[config.mk]
export PLATFORM = sky130hd
export DESIGN_NAME = shift_sched_flat
export DESIGN_NICKNAME = d
export VERILOG_FILES = /design/src/rtl/shift_sched_if.sv /design/src/rtl/shift_sched.sv /design/src/flat_wrapper.sv
export SDC_FILE = /design/constraint.sdc
export NUM_CORES = 1
export LEC_CHECK = 0
export BUFFER_PORTS_ARGS = -buffer_cell sky130_fd_sc_hd__buf_2
export CORE_AREA = 3 3 40 42
export DETAILED_ROUTE_END_ITERATION = 7
export DIE_AREA = 0 0 43 45
export PLACE_DENSITY = 0.79
export SYNTH_ARGS = -nofsm -noshare
export SYNTH_HDL_FRONTEND = slang
export SYNTH_SLANG_ARGS = --single-unit
[constraint.sdc]
create_clock -name clk -period 3.4 [get_ports clk]
set_input_delay 0.68 -clock clk [delete_from_list [all_inputs] [get_ports clk]]
set_output_delay 0.68 -clock clk [all_outputs]
set_load 0.05 [all_outputs]
[src/rtl/shift_sched_if.sv]
// Requester/serial-side bundle for shift_sched: two valid/ready word ports plus serial status.
// The master modport is the requester/observer side and the slave modport is the scheduler.
interface shift_sched_if #(
    parameter int WIDTH = 4
);
    logic             a_valid;
    logic [WIDTH-1:0] a_data;
    logic             a_ready;
    logic             b_valid;
    logic [WIDTH-1:0] b_data;
    logic             b_ready;
    logic             ser_out;
    logic             ser_en;
    logic             grant_id;
    logic             busy;
    logic             frame_done;

    modport master (
        output a_valid, a_data, b_valid, b_data,
        input  a_ready, b_ready, ser_out, ser_en, grant_id, busy, frame_done
    );

    modport slave (
        input  a_valid, a_data, b_valid, b_data,
        output a_ready, b_ready, ser_out, ser_en, grant_id, busy, frame_done
    );
endinterface

[src/rtl/shift_sched.sv]
// Round-robin two-requester word serializer, MSB first; optional even-parity bit with SHIFT_SCHED_PARITY_EN.
// Latency: first bit one cycle after the handshake edge; frame period WIDTH+2 cycles (WIDTH+3 with parity).
// Backpressure: readys are only raised in IDLE, for the arbitration winner; no acceptance during a frame.
module shift_sched #(
    parameter int WIDTH = 4
) (
    input  logic         clk,
    input  logic         reset,
    shift_sched_if.slave bus
);
    localparam int CW = $clog2(WIDTH + 1);

`ifdef SHIFT_SCHED_PARITY_EN
    typedef enum logic [1:0] {IDLE, SHIFT, PARITY, DONE} state_t;
    logic parity_q;
`else
    typedef enum logic [1:0] {IDLE, SHIFT, DONE} state_t;
`endif

    state_t           state, state_nxt;
    logic [WIDTH-1:0] sreg;
    logic [CW-1:0]    cnt;
    logic             last_grant;   // 0 = A, 1 = B
    logic             grant_q;
    logic             grant_a, grant_b, handshake;

    // Arbitration: a lone requester wins; a tie goes to whoever was not granted last.
    always_comb begin
        grant_a   = bus.a_valid && (!bus.b_valid || last_grant);
        grant_b   = bus.b_valid && (!bus.a_valid || !last_grant);
        handshake = (state == IDLE) && !reset && (grant_a || grant_b);
    end

    always_ff @(posedge clk or posedge reset) begin
        if (reset) begin
            state <= IDLE;
        end else begin
            state <= state_nxt;
        end
    end

    always_comb begin
        state_nxt      = state;
        bus.a_ready    = 1'b0;
        bus.b_ready    = 1'b0;
        bus.ser_out    = 1'b0;
        bus.ser_en     = 1'b0;
        bus.busy       = (state != IDLE);
        bus.frame_done = 1'b0;
        bus.grant_id   = grant_q;
        case (state)
            IDLE: begin
                bus.a_ready = !reset && grant_a;
                bus.b_ready = !reset && grant_b;
                if (grant_a || grant_b) begin
                    state_nxt = SHIFT;
                end
            end
            SHIFT: begin
                bus.ser_en  = 1'b1;
                bus.ser_out = sreg[WIDTH-1];
                if (cnt == CW'(WIDTH - 1)) begin
`ifdef SHIFT_SCHED_PARITY_EN
                    state_nxt = PARITY;
`else
                    state_nxt = DONE;
`endif
                end
            end
`ifdef SHIFT_SCHED_PARITY_EN
            PARITY: begin
                bus.ser_en  = 1'b1;
                bus.ser_out = parity_q;
                state_nxt   = DONE;
            end
`endif
            DONE: begin
                bus.frame_done = 1'b1;
                state_nxt      = IDLE;
            end
            default: begin
                state_nxt = IDLE;
            end
        endcase
    end

    // Datapath: data is captured only on the handshake edge, so later input changes are ignored.
    always_ff @(posedge clk or posedge reset) begin
        if (reset) begin
            sreg       <= '0;
            cnt        <= '0;
            last_grant <= 1'b1;
            grant_q    <= 1'b0;
`ifdef SHIFT_SCHED_PARITY_EN
            parity_q   <= 1'b0;
`endif
        end else if (handshake) begin
            sreg       <= grant_b ? bus.b_data : bus.a_data;
            cnt        <= '0;
            last_grant <= grant_b;
            grant_q    <= grant_b;
`ifdef SHIFT_SCHED_PARITY_EN
            parity_q   <= grant_b ? ^bus.b_data : ^bus.a_data;
`endif
        end else if (state == SHIFT) begin
            sreg <= {sreg[WIDTH-2:0], 1'b0};
            cnt  <= cnt + CW'(1);
        end
    end
endmodule

[src/flat_wrapper.sv]
// flat-port wrapper written by rule: the top's interface ports become plain ports
module shift_sched_flat 
#(
    parameter int WIDTH = 4
)
  (clk, reset, bus_a_valid, bus_a_data, bus_b_valid, bus_b_data, bus_a_ready, bus_b_ready, bus_ser_out, bus_ser_en, bus_grant_id, bus_busy, bus_frame_done);
  shift_sched_if #(.WIDTH(WIDTH)) bus_i ();
  input  logic clk;
  input  logic reset;
  input wire logic [$bits(bus_i.a_valid)-1:0] bus_a_valid;
  input wire logic [$bits(bus_i.a_data)-1:0] bus_a_data;
  input wire logic [$bits(bus_i.b_valid)-1:0] bus_b_valid;
  input wire logic [$bits(bus_i.b_data)-1:0] bus_b_data;
  output wire logic [$bits(bus_i.a_ready)-1:0] bus_a_ready;
  output wire logic [$bits(bus_i.b_ready)-1:0] bus_b_ready;
  output wire logic [$bits(bus_i.ser_out)-1:0] bus_ser_out;
  output wire logic [$bits(bus_i.ser_en)-1:0] bus_ser_en;
  output wire logic [$bits(bus_i.grant_id)-1:0] bus_grant_id;
  output wire logic [$bits(bus_i.busy)-1:0] bus_busy;
  output wire logic [$bits(bus_i.frame_done)-1:0] bus_frame_done;
  assign bus_i.a_valid = bus_a_valid;
  assign bus_i.a_data = bus_a_data;
  assign bus_i.b_valid = bus_b_valid;
  assign bus_i.b_data = bus_b_data;
  assign bus_a_ready = bus_i.a_ready;
  assign bus_b_ready = bus_i.b_ready;
  assign bus_ser_out = bus_i.ser_out;
  assign bus_ser_en = bus_i.ser_en;
  assign bus_grant_id = bus_i.grant_id;
  assign bus_busy = bus_i.busy;
  assign bus_frame_done = bus_i.frame_done;
  shift_sched #(.WIDTH(WIDTH)) u_core (.clk(clk), .reset(reset), .bus(bus_i));
endmodule
==> metrics <==
critical path cell sequence=and2b_1 > and2_2 > buf_2; GR Util All Layers=14.1%; count of flip-flops with a built-in enable after synthesis=0; Clk network pwr share=14.3%; fraction of power spent switching nets=43.1%; commonest register cell after synthesis=sky130_fd_sc_hd__dfrtp_1; proportion of synthesized chip area in sequential cells=44.5%; NumNets Final=88; via density per instance=5.25; clock skew=0.00180 ns; routed wirelength normalized by instance count=12.1 um; cts-stage hold buffer count=0; post-layout minimum cycle time=2.31 ns; largest stage delay on the critical path=0.46 ns; area of the placeable core=0.00128 mm2; P_sw=265 uW; DIE HEIGHT=45 um; class of the most critical hold timing path=in2async; status=finished clean; Gate power share=48.5%; total power density per cell area=837 mW/mm2; leakage power summed over all cells=0.382 nW; die area=0.00194 mm2; routed vias=462; total clock buffers created by CTS=3; area share of the largest cell type after synthesis=40.2%; yosys warns=0; pin count of the biggest net entering global routing=12; mapped cell area=622 um2; mean area per synthesized cell=11.7 um2; final setup fails=0; gp weighted congestion=0.712; unrepaired setup endpoints after global routing=false; gate family responsible for the most delay along the worst path=simple AND/OR/NAND/NOR gates; Setup crit end kind=output pin; Synth-to-Final Area Change=18.1%; peak ir drop on the vdd network=523 uV; fraction of final layout cells with drive strength greater than 1=39.7%; worst-path maximum fanout=10; Buffers & Inverters on Critical Path=1; TritonCTS clock tree=yes; number of global-route vias before repair=468; CP Launch Type=flop; number of nets with antenna violations after routing=0; Area contributors post-synth=sky130_fd_sc_hd__dfrtp_1, sky130_fd_sc_hd__mux2i_1, sky130_fd_sc_hd__dfstp_2; Slew Viols, Final=0; First-pass DRT Iterations=4; number of fill cells in the layout=124; Internal=350 uW; Post-CTS Repair Setup Buffers=0; root buffer cell=sky130_fd_sc_hd__clkbuf_4; max frequency=432 MHz; headroom to the max-slew limit=71.9%; Critical Path Slowest Stage Cell=sky130_fd_sc_hd__and2b_1; count of buffers from port buffering=18; post-route standard cell area excluding fillers=734 um2; number of library cell types mapped by synthesis=26; ranking of synthesized cells by instance count=sky130_fd_sc_hd__dfrtp_1, sky130_fd_sc_hd__mux2i_1, sky130_fd_sc_hd__nor2_1; share of power burned in registers=37.2%; antenna fix cells=0; cell count after synthesis=53; number of buffers on the longest clock path=2; total global routing overflow=0; initial DRC count=2; number of sinks driven by the clock tree=11; Horiz. Die Dim=43 um; Post-DP Area=708 um2; slew at the pin closest to its max-slew limit=0.422 ns; wire length of the first global-routing pass=1.99 mm; DRC errors left=0; # H-tree levels=1; Rows=13; flip-flop and latch count after synthesis=11; source-to-sink clock delay at the later pin of the worst-skew pair=0.26 ns; kind of critical path=reg2out; worst endpoint required time=2.72 ns; number of hold violations in the final report=0; aggregate negative setup slack=0 ns; post-CTS sizing=0; Final Total Pwr=615 uW; fraction of the cycle the final worst path needs=68.0%; cell taking the most area after synthesis=sky130_fd_sc_hd__dfrtp_1; Worst EP arrival=1.63 ns; I/O pin count=19; clk slew on worst S/H paths=0.07 ns; max_cap viols=0; post-synth net total=67; DRT Wirelength=1.07 mm; FFs w/ async S/R, synth=100%; antenna violations before repair=0; starting utilization of the core area=48.4%
## layer usage
metal / vias up / track usage, % / routed length, um
li1: 227 / - / -
met1: 213 / 17.3 / 448
met2: 18 / 21.9 / 509
met3: 4 / 3.98 / 92
met4: 0 / 9.04 / 19
met5: - / 0 / 0
## sequential cells by signal, indices dropped and copies added (netlist names)
signal / count
u_core.state: 2
u_core.bus.grant_id: 1
u_core.cnt: 3
u_core.last_grant: 1
u_core.sreg: 4
## final timing paths
| check | startpoint | end | slack (ns) | cells past startpoint |
|---|---|---|---|---|
| min in group clk | u_core.bus.grant_id | u_core.bus.grant_id | 0.48 | 1 |
| max | u_core.state[1] | bus_ser_out | 1.09 | 3 |
| max reg2reg | u_core.state[1] | u_core.sreg[3] | 1.99 | 3 |
| min | reset | u_core.state[0] | 0.43 | 2 |
| max in group asynchronous | reset | u_core.last_grant | 2.64 | 2 |
| min reg2reg | u_core.bus.grant_id | u_core.bus.grant_id | 0.48 | 1 |
## power groups by stage
stage | sequential [mW] | combinational, mW | clock, mW
floorplan | 0.244 | 0.241 | 0
global placement | 0.229 | 0.296 | 0
detailed placement | 0.232 | 0.304 | 0
CTS | 0.230 | 0.305 | 0.0913
global route | 0.239 | 0.331 | 0.0993
finish | 0.229 | 0.298 | 0.0882
## logic make-up (layout without fill, tap and decap cells)
group,Yosys count,count (layout),share of synthesized area [%]
muxes,10,10,16.1
adders and majority gates,2,2,4.02
and+or+nand+nor,15,15,15.5
buffers and inverters,4,24,4.83
AOI/OAI and AO/OA,10,10,13.7
xor gates and xnor gates,1,1,1.41
DFF,11,11,44.5
## worst reg2reg max path: cells and delay by family (launching register included)
kind	cells	cell delay, ns
muxes	1	0.26
and+or+nand+nor	1	0.28
AOI/OAI and AO/OA	1	0.35
DFF	1	0.44
## layout by cell type, fill, tap and decap left out, drive strengths merged
| cell | count |
|---|---|
| nand2b | 1 |
| buf | 18 |
| mux2i | 10 |
| ha | 2 |
| or2 | 1 |
| a32o | 1 |
| nor3 | 2 |
| and2b | 2 |
| a22o | 1 |
| o21a | 1 |
| nor2 | 4 |
| a211oi | 2 |
| clkbuf | 4 |
| dfrtp | 10 |
| dfstp | 1 |
| inv | 2 |
| nor2b | 1 |
| and2 | 3 |
| xnor2 | 1 |
| o21ba | 1 |
| a21o | 2 |
| nand2 | 1 |
| o21bai | 1 |
| a21boi | 1 |
## per-stage QoR
stage / hold slack (ns) / util (%) / instances / setup slack, ns
after global placement: 0.463 / 55.1 / 84 / 1.15
after global routing: 0.459 / 57.2 / 88 / 0.955
final: 0.431 / 57.2 / 88 / 1.09
after detailed placement: 0.472 / 55.1 / 84 / 1.12
after CTS: 0.438 / 57.2 / 88 / 1.06
after floorplan: 0.466 / - / 53 / 1.11
## layout make-up
type / count / area (um2) / area share (%)
sequential: 11 / 277 / 37.6
inverter: 2 / 7.51 / 1.02
multi-input combinational: 38 / 315 / 42.9
timing repair buffer: 18 / 90.1 / 12.3
clock buffer: 4 / 26.3 / 3.58
tap: 15 / 18.8 / 2.56
Note: power is estimated with default switching activity, not from simulation.
